$ cat config.mk
export PLATFORM = sky130hd
export DESIGN_NAME = framebuffer_arbiter
export DESIGN_NICKNAME = d
export VERILOG_FILES = /design/src/rtl/framebuffer_arbiter.sv
export SDC_FILE = /design/constraint.sdc
export NUM_CORES = 1
export LEC_CHECK = 0
export CORE_ASPECT_RATIO = 2
export CORE_MARGIN = 5
export CORE_UTILIZATION = 38
export DETAILED_ROUTE_END_ITERATION = 6
export HOLD_SLACK_MARGIN = 0.12
export PLACE_DENSITY = 0.7
export SYNTH_ARGS = -nofsm -noshare
export SYNTH_HDL_FRONTEND = slang
export SYNTH_SLANG_ARGS = --single-unit
$ cat constraint.sdc
create_clock -name Clock -period 5.17 [get_ports Clock]
set_input_delay 0.517 -clock Clock [delete_from_list [all_inputs] [get_ports Clock]]
set_output_delay 0.517 -clock Clock [all_outputs]
set_load 0.01 [all_outputs]
$ cat src/rtl/framebuffer_arbiter.sv
// framebuffer_arbiter
//   Shares one single-port framebuffer RAM between VGA scan-out reads and a
//   queued pixel writer. Scan-out reads addressed by nextX/nextY win whenever
//   the coordinate is visible and new. Queued writes use every other cycle:
//   blanking, and repeated coordinates when the pixel rate is below Clock.
//
// Ports
//   Clock, Reset          clock, asynchronous active-high reset
//   nextX, nextY          look-ahead scan coordinate from the VGA controller
//   pix_data, pix_valid   pixel read back from RAM, 2 cycles after nextX/nextY
//   wr_valid/wr_ready     writer handshake; wr_x, wr_y, wr_data carry the pixel
//   mem_addr/we/wdata     registered RAM command; mem_rdata is the read data
//   drop_count            saturating count of out-of-range writes discarded
//
// Build option
//   FB_CLEAR_EN  when defined, the RAM is cleared to zero after reset before
//                writes are accepted. Reads keep priority during the clear.
module framebuffer_arbiter #(
  parameter int H_ACTIVE = 640,
  parameter int V_ACTIVE = 480,
  parameter int ADDR_W   = 19,
  parameter int DATA_W   = 8,
  parameter int WQ_DEPTH = 4
) (
  input  logic              Clock,
  input  logic              Reset,
  input  logic [10:0]       nextX,
  input  logic [9:0]        nextY,
  output logic [DATA_W-1:0] pix_data,
  output logic              pix_valid,
  input  logic              wr_valid,
  output logic              wr_ready,
  input  logic [10:0]       wr_x,
  input  logic [9:0]        wr_y,
  input  logic [DATA_W-1:0] wr_data,
  output logic [ADDR_W-1:0] mem_addr,
  output logic              mem_we,
  output logic [DATA_W-1:0] mem_wdata,
  input  logic [DATA_W-1:0] mem_rdata,
  output logic [15:0]       drop_count
);

  localparam int              PTR_W  = $clog2(WQ_DEPTH);
  localparam logic [10:0]     H_LIM  = 11'(H_ACTIVE);
  localparam logic [9:0]      V_LIM  = 10'(V_ACTIVE);
  localparam logic [PTR_W:0]  Q_FULL = (PTR_W+1)'(WQ_DEPTH);

  typedef enum logic [1:0] {S_IDLE, S_RD, S_WR} state_t;

  function automatic logic [ADDR_W-1:0] f_addr(input logic [10:0] x, input logic [9:0] y);
    return ADDR_W'(y) * ADDR_W'(H_ACTIVE) + ADDR_W'(x);
  endfunction

  state_t              r_state, w_state_nxt;
  logic [10:0]         r_last_x;
  logic [9:0]          r_last_y;
  logic [ADDR_W-1:0]   r_q_addr [WQ_DEPTH];
  logic [DATA_W-1:0]   r_q_data [WQ_DEPTH];
  logic [PTR_W-1:0]    r_wptr, r_rptr;
  logic [PTR_W:0]      r_count, w_count_nxt;
  logic                r_wr_ready;
  logic [ADDR_W-1:0]   r_mem_addr, w_addr_nxt;
  logic                r_mem_we, w_we_nxt;
  logic [DATA_W-1:0]   r_mem_wdata, w_wdata_nxt;
  logic [DATA_W-1:0]   r_pix_data;
  logic                r_pix_valid;
  logic [15:0]         r_drop_count;
  logic                w_in_active, w_rd_slot, w_wr_in_range;
  logic                w_accept, w_push, w_drop, w_pop, w_q_empty;
  logic                w_clearing, w_clearing_nxt;
  logic [ADDR_W-1:0]   w_clr_addr;

  assign w_in_active   = (nextX < H_LIM) && (nextY < V_LIM);
  assign w_rd_slot     = w_in_active && !((nextX == r_last_x) && (nextY == r_last_y));
  assign w_wr_in_range = (wr_x < H_LIM) && (wr_y < V_LIM);
  assign w_accept      = wr_valid && r_wr_ready;
  assign w_push        = w_accept && w_wr_in_range;
  assign w_drop        = w_accept && !w_wr_in_range;
  assign w_q_empty     = (r_count == '0);

`ifdef FB_CLEAR_EN
  localparam logic              WR_READY_RST = 1'b0;
  localparam logic [ADDR_W-1:0] CLR_LAST     = ADDR_W'(H_ACTIVE * V_ACTIVE - 1);
  logic              r_clearing;
  logic [ADDR_W-1:0] r_clr_addr;
  logic              w_clr_step;

  assign w_clearing     = r_clearing;
  assign w_clr_addr     = r_clr_addr;
  assign w_clr_step     = r_clearing && (w_state_nxt == S_WR);
  assign w_clearing_nxt = r_clearing && !(w_clr_step && (r_clr_addr == CLR_LAST));

  always_ff @(posedge Clock or posedge Reset) begin
    if (Reset) begin
      r_clearing <= 1'b1;
      r_clr_addr <= '0;
    end else begin
      r_clearing <= w_clearing_nxt;
      if (w_clr_step) r_clr_addr <= r_clr_addr + ADDR_W'(1);
    end
  end
`else
  localparam logic WR_READY_RST = 1'b1;
  assign w_clearing     = 1'b0;
  assign w_clr_addr     = '0;
  assign w_clearing_nxt = 1'b0;
`endif

  // Slot FSM: state register
  always_ff @(posedge Clock or posedge Reset) begin
    if (Reset) r_state <= S_IDLE;
    else       r_state <= w_state_nxt;
  end

  // Slot FSM: next state is the slot issued this cycle; reads always win
  always_comb begin
    w_state_nxt = S_IDLE;
    if (w_rd_slot)                     w_state_nxt = S_RD;
    else if (w_clearing || !w_q_empty) w_state_nxt = S_WR;
  end

  // Slot FSM: RAM command for the chosen slot; IDLE holds address and data
  always_comb begin
    w_addr_nxt  = r_mem_addr;
    w_wdata_nxt = r_mem_wdata;
    w_we_nxt    = 1'b0;
    w_pop       = 1'b0;
    case (w_state_nxt)
      S_RD: w_addr_nxt = f_addr(nextX, nextY);
      S_WR: begin
        w_we_nxt = 1'b1;
        if (w_clearing) begin
          w_addr_nxt  = w_clr_addr;
          w_wdata_nxt = '0;
        end else begin
          w_addr_nxt  = r_q_addr[r_rptr];
          w_wdata_nxt = r_q_data[r_rptr];
          w_pop       = 1'b1;
        end
      end
      default: ;
    endcase
  end

  always_comb begin
    w_count_nxt = r_count;
    case ({w_push, w_pop})
      2'b10:   w_count_nxt = r_count + (PTR_W+1)'(1);
      2'b01:   w_count_nxt = r_count - (PTR_W+1)'(1);
      default: ;
    endcase
  end

  // Registered RAM command, pixel output, queue control and counters
  always_ff @(posedge Clock or posedge Reset) begin
    if (Reset) begin
      r_mem_addr   <= '0;
      r_mem_we     <= 1'b0;
      r_mem_wdata  <= '0;
      r_pix_data   <= '0;
      r_pix_valid  <= 1'b0;
      r_last_x     <= '1;
      r_last_y     <= '1;
      r_wptr       <= '0;
      r_rptr       <= '0;
      r_count      <= '0;
      r_wr_ready   <= WR_READY_RST;
      r_drop_count <= '0;
    end else begin
      r_mem_addr  <= w_addr_nxt;
      r_mem_we    <= w_we_nxt;
      r_mem_wdata <= w_wdata_nxt;
      if (r_state == S_RD) begin
        r_pix_data  <= mem_rdata;
        r_pix_valid <= 1'b1;
      end else begin
        r_pix_data  <= '0;
        r_pix_valid <= 1'b0;
      end
      // Vertical blank forgets the last coordinate so the first pixel of the next frame is re-read
      if (nextY >= V_LIM) begin
        r_last_x <= '1;
        r_last_y <= '1;
      end else if (w_rd_slot) begin
        r_last_x <= nextX;
        r_last_y <= nextY;
      end
      if (w_push) r_wptr <= r_wptr + PTR_W'(1);
      if (w_pop)  r_rptr <= r_rptr + PTR_W'(1);
      r_count    <= w_count_nxt;
      r_wr_ready <= !w_clearing_nxt && (w_count_nxt != Q_FULL);
      if (w_drop && (r_drop_count != 16'hFFFF)) r_drop_count <= r_drop_count + 16'd1;
    end
  end

  // Queue payload carries no reset; occupancy is tracked by r_count
  always_ff @(posedge Clock) begin
    if (w_push) begin
      r_q_addr[r_wptr] <= f_addr(wr_x, wr_y);
      r_q_data[r_wptr] <= wr_data;
    end
  end

  assign mem_addr   = r_mem_addr;
  assign mem_we     = r_mem_we;
  assign mem_wdata  = r_mem_wdata;
  assign pix_data   = r_pix_data;
  assign pix_valid  = r_pix_valid;
  assign wr_ready   = r_wr_ready;
  assign drop_count = r_drop_count;

endmodule

Word level (Yosys, flattened, before mapping)
Memories as Yosys holds them, arrays and structs flattened. A register that Yosys moved wholly into a read port is not among the register bits.
Index checks and enable logic that the tools add are counted.
{"block": "op_classes", "n_addsub": 7, "multipliers": 2, "n_lt_le_gt_ge": 5, "n_eq_ne": 9, "n_mux": 13, "reduce_logical": 13}
{"op": "$add A19 B11 Y19", "n": 2}
{"op": "$pmux W19 S2", "n": 1}
{"op": "$mul A10 B3 Y12 const B", "n": 2}
{"op": "$lt A11 B10 Y1 const B", "n": 2}
{"op": "$mux W11", "n": 2}
{"op": "$lt A10 B9 Y1 const B", "n": 2}
{"op": "$mux W10", "n": 2}
{"op": "$add A16 B1 Y16 const B", "n": 1}
{"op": "$ne A16 B16 Y1 const B", "n": 1}
{"op": "$eq A11 B11 Y1", "n": 1}
{"op": "$eq A10 B10 Y1", "n": 1}
{"op": "$ge A10 B9 Y1 const B", "n": 1}
{"op": "$logic_and A1 B1 Y1", "n": 8}
{"op": "$mux W8", "n": 1}
{"op": "$eq A2 B1 Y1 const B", "n": 3}
{"op": "$pmux W3 S2", "n": 1}
{"op": "$add A2 B1 Y2 const B", "n": 2}
{"op": "$eq A2 B2 Y1 const B", "n": 2}
{"op": "$mux W1", "n": 4}
{"op": "$mux W2", "n": 2}
{"op": "$reduce_bool A2 Y1", "n": 2}
{"op": "$add A3 B1 Y3 const B", "n": 1}
{"op": "$logic_not A3 Y1", "n": 1}
{"op": "$ne A3 B3 Y1 const B", "n": 1}
{"op": "other kinds (2)", "n": 3}
{"block": "totals", "reg_bits": 76, "mem_bits_rw": 108, "inputBits": 61, "out_inout_bits": 54, "wordCells": 63, "memories": 2}
{"memory": "r_q_addr", "words": 4, "width": 19, "read_ports": 1, "rd_ports_with_merged_regs": 0, "wr": 1, "line_no": "57", "text": "logic [ADDR_W-1:0] r_q_addr [WQ_DEPTH];"}
{"memory": "r_q_data", "words": 4, "width": 8, "read_ports": 1, "rd_ports_with_merged_regs": 1, "wr": 1, "line_no": "58", "text": "logic [DATA_W-1:0] r_q_data [WQ_DEPTH];"}

Logic depth before layout (Yosys ltp)
{"block": "depth", "depth_word": 10, "depth_mapped": 13, "mapped_depth_nobuf": 12}

Worst setup path after synthesis
No wires, ideal clock.
{"block": "synth_timing", "kind": "input-to-reg", "start": "in nextY[1]", "end": "reg r_mem_addr[18], in the netlist mem_addr[18]", "setup_ns": 0.095, "arrival_time_ns": 2.736, "t_required_ns": 5.075, "path_slack_ns": 2.339, "stages": 9, "n_path_buf": 0, "cell_sequence": "ha_1 > ha_1 > fa_1 > a211oi_1 > o21bai_1 > a21oi_1 > xor2_1 > o31a_1 > o31ai_1"}
{"block": "synth_via", "elab_chain_cells": 7, "word_cells_on_any_way": 13, "cone_classes": "add/sub (1); mul (1); order compare (1); eq/ne (3); mux (2); reduce/logical (5)"}
{"element": "start, declared", "line_no": "28", "text": "input logic [9:0] nextY,"}
{"element": "parallel branches: the longest is 7 deep, another holds $add A19 B11 Y19"}
{"element": "end signal, assigned", "line_no": "170", "text": "r_mem_addr <= w_addr_nxt;"}
{"element": "end, declared", "line_no": "62", "text": "logic [ADDR_W-1:0] r_mem_addr, w_addr_nxt;"}
Parallel ways; which one is timed is not known.
A chain may end at the register's enable or synchronous reset.

Worst setup path in the final report
{"block": "layout_timing", "start": "in nextY[8]", "end": "reg r_wr_ready, in the netlist wr_ready"}
{"block": "layout_via", "elab_chain_cells": 10, "word_cells_on_any_way": 13, "cone_classes": "order compare (1); eq/ne (5); mux (3); reduce/logical (4)"}
{"element": "parallel branches: the longest is 3 deep, another holds $lt A10 B9 Y1"}
{"element": "$logic_and A1 B1 Y1 *", "line_no": "74", "text": "assign w_rd_slot = w_in_active && !((nextX == r_last_x) && (nextY == r_last_y));"}
{"element": "$mux W2 *", "line_no": "118", "text": "if (w_rd_slot) w_state_nxt = S_RD;"}
{"element": "$eq A2 B2 Y1 *", "line_no": "128", "text": "case (w_state_nxt)"}
{"element": "$mux W1 *"}
{"element": "$eq A2 B1 Y1 or $eq A2 B2 Y1 (tied branches)", "line_no": "147", "text": "case ({w_push, w_pop})"}
{"element": "$pmux W3 S2 *", "line_no": "147"}
{"element": "net w_count_nxt[2]", "line_no": "60", "text": "logic [PTR_W:0] r_count, w_count_nxt;"}
{"element": "$ne A3 B3 Y1 *", "line_no": "191", "text": "r_wr_ready <= !w_clearing_nxt && (w_count_nxt != Q_FULL);"}
{"element": "end signal, assigned", "line_no": "191"}
{"element": "end, declared", "line_no": "61", "text": "logic r_wr_ready;"}
Mark *: on every way through the listed nets, which the timed path passes.

==> summary.md <==
| Metric | Value |
|---|---|
| CTS tree | `yes` |
| Leakage power | `4.28 nW` |
| Largest net degree at the start of global routing | `between 60 and 70` |
| Vias/cell | `~5.1` |
| Hold Crit Class | `input port to asynchronous set/reset pin` |
| Total number of vias | `5564` |
| CP max FO | `11` |
| FILL cells | `about 2100` |
| Initial Util | `0.385` |
| Later-pin clock latency in the skew report | `about 0.44 ns` |
| Clock Path Buffers | `2` |
| Final Cycle Share | `0.665` |
| Worst Path Arrival | `approximately 3.8 ns` |
| Cts hold-fix bufs | `0` |
| Number of global-route vias before repair | `5839` |
| Synth cell count leaders | `108 x edfxtp_1, 61 x dfrtp_1, 46 x ha_1` |
| Largest area contributor in the netlist | `edfxtp_1` |
| Max-slew violations | `0` |
| R2r worst-path depth | `12` |
| Grt ovf | `0` |
| DRC | `0` |
| Yosys warnings | `0` |
| Initial antenna violation count | `2` |
| Die height | `between 200 and 250 um` |
| FF+latch count, synth | `approximately 190` |
| Placement Setup Slack | `1.26 ns` |
| CP max-delay cell | `clkdlybuf4s50_1` |
| Max Freq | `~290 MHz` |
| Ports | `115` |
| Placed inst area | `around 0.011 mm2` |
| Crit. End Element | `register` |
| Max VDD drop | `0.337 mV` |
| Die footprint | `about 0.028 mm2` |
| Crit path kind | `input port to register` |
| Hpwl dp | `14.3 mm` |
| Final nets | `approximately 900` |
| Most frequent CP cell | `xor2_1` |
| Clock transition at path regs | `approximately 0.070 ns` |
| Slowest stage delay, CP | `0.52 ns` |
| Status | `complete, no violations` |
| Post-cts resize count | `0` |
| GRT Util Overall | `0.148` |
| First-pass GRT wire length | `31.3 mm` |
| Util after Layout | `0.472` |
| TritonCTS Buffers | `17` |
| Min setup slack post-route | `about 1.7 ns` |
| Buffers & Inverters on Critical Path | `2` |
| # Post-CTS Setup Buffers | `0` |
| CP Launch Type | `input port` |
| Post-synth EDFFs | `roughly 110` |
| Slew HR | `0.329` |
| Drt pass-1 iters | `4` |
| Most frequent cell after synthesis | `edfxtp_1` |
| Synth-to-Final Area Change | `22.6%` |
| Worst-path cell chain | `clkdlybuf4s50_1, xor2_1, nor4_1, nand4_1, o21ai_4, o31a_1, ha_1, inv_1, fa_1, xor2_1, nor2_1, xor2_1, nand2_1` |
| FP Rows | `80` |
| Max cap viols | `0` |
| CTS HTree Levels | `4` |
| Mean Syn Cell Area | `roughly 14 um2` |
| DR iter-0 viols | `263` |
| CTS root buffer | `clkbuf_16` |
| Post-route cell area | `around 0.011 mm2` |
| Core area | `about 0.024 mm2` |
| Die width | `120 um` |
| PwrDens | `~430 mW/mm2` |
| Fraction of layout cells with a size suffix above 1 | `0.134` |
| DRT antenna net count | `0` |
| Synth top area share | `0.354` |
| Slew @ Worst Pin | `~1.0 ns` |
| Seq/Total Area, Yosys | `0.583` |
| Clock sink count | `roughly 190` |
| Top Family by Delay on Critical Path | `simple AND/OR/NAND/NOR gates` |
| WP data required | `~5.5 ns` |
| Unrepaired setup endpoints after global routing | `no` |
| Final Hold Viols | `0` |
| Net Count, Synth | `around 770` |
| Cells after Synth | `655` |
| Synth unique cells | `62` |
| Crit path depth | `13` |
| # port buffers | `114` |
| Routed len/inst | `18.1 um` |
| Async set-reset flop share out of synthesis | `0.435` |
| Setup_tns | `0 ns` |
| Placer Congestion | `approximately 0.8` |
| Final Skew | `just over 0.009 ns` |
| Synth area leaders | `edfxtp_1 35%, dfrtp_1 17%, mux4_2 6.6%, dfstp_2 6.3%, ha_1 6.3%` |
| Final Critical Period | `about 3.4 ns` |
| Setup-failing EPs final | `0` |
| Top_reg_cell synth | `edfxtp_1` |
| Routed WL | `a little under 20 mm` |
| Cell Area, Synth | `between 0.009 and 0.01 mm2` |
==> final cells by class <==
class                   count  area (um2)  area share
inverters                  23        87.6     0.00779
flip-flops and latches    191        5350       0.476
diodes                      2        5.00    0.000445
repair buffers            124        1220       0.108
clock buffers              22         454      0.0404
multi-input cells         424        3670       0.327
clock inverters            10        96.3     0.00857
well taps                 287         359      0.0320
==> per-layer routing <==
layer	share of wire	vias up	track usage
li1	-	2684	-
met2	0.57	97	0.273
met3	0.026	30	0.0273
met1	0.37	2753	0.161
met5	0	-	0
met4	0.034	0	0.0717
==> power by group <==
part | internal [mW] | switching, mW | total [mW]
sequential | 1.86 | 0.227 | 2.09
clock | 0.647 | 0.586 | 1.23
combinational | 0.803 | 0.662 | 1.46
==> logic make-up after synthesis <==
logic type,Yosys count,synth area share
AOI/OAI and AO/OA,98,0.0688
xor gates and xnor gates,67,0.0648
adders and majority gates,51,0.0737
buffers and inverters,40,0.0179
DFF,191,0.583
muxes,62,0.106
and+or+nand+nor,146,0.0853
==> worst register-to-register path: stages (launching register included) <==
cell and delay, ns:
dfstp_2 0.55, xor2_1 0.07, nor4_1 0.40, nand4_1 0.22, o21ai_4 0.19, o31a_1 0.51, ha_1 0.29, inv_1 0.06
fa_1 0.38, xor2_1 0.15, nor2_1 0.12, xor2_1 0.22, nand2_1 0.08
==> path summary, 6_finish.rpt <==
| check | slack [ns] | to | start |
|---|---|---|---|
| worst max-delay path | 1.73 | wr_ready$_DFF_PP1_ | nextY[8] |
| worst min-delay path | 0.37 | mem_addr[17]$_DFFE_PP0P_ | Reset |
| worst max register to register | 1.87 | wr_ready$_DFF_PP1_ | r_last_y[2]$_DFFE_PP1P_ |
| worst min register to register | 0.49 | drop_count[6]$_DFFE_PP0P_ | drop_count[6]$_DFFE_PP0P_ |
| max in group asynchronous | 3.92 | r_rptr[0]$_DFFE_PP0P_ | Reset |
| min in group Clock | 0.49 | drop_count[6]$_DFFE_PP0P_ | drop_count[6]$_DFFE_PP0P_ |
==> placed cells by master (no fill, tap or decap), drive strengths merged, types with 6 or more instances in the layout <==
cell and count:
edfxtp 108, dfstp 22, nand4 6, xor2 41, nor4 6, a21oi 30, xnor2 26, nand2 30
o21a 10, and2 15, nor2 34, buf 10, ha 46, o21ai 28, nor3 9, clkdlybuf4s50 114
inv 29, clkbuf 22, mux2i 21, mux2 14, dfrtp 61, and3 6, nand3 13, nor2b 13
mux4 27
==> stage by stage <==
stage	hold WS, ns	power, mW	instances
floorplan	0.481	2.98	655
global placement	0.483	3.57	1049
detailed placement	0.482	3.61	1049
finish	0.369	4.78	1083
CTS	0.357	4.85	1081
global route	0.394	5.06	1083
==> flip-flops by register name (all words and copies together), names as in the netlist, 2 cells and up <==
register	count
r_last_y	10
r_count	3
mem_addr	19
r_wptr	2
mem_wdata	8
r_rptr	2
pix_data	8
r_last_x	11
r_q_data	32
r_q_addr	76
drop_count	16
(Power assumes the default switching activity.)
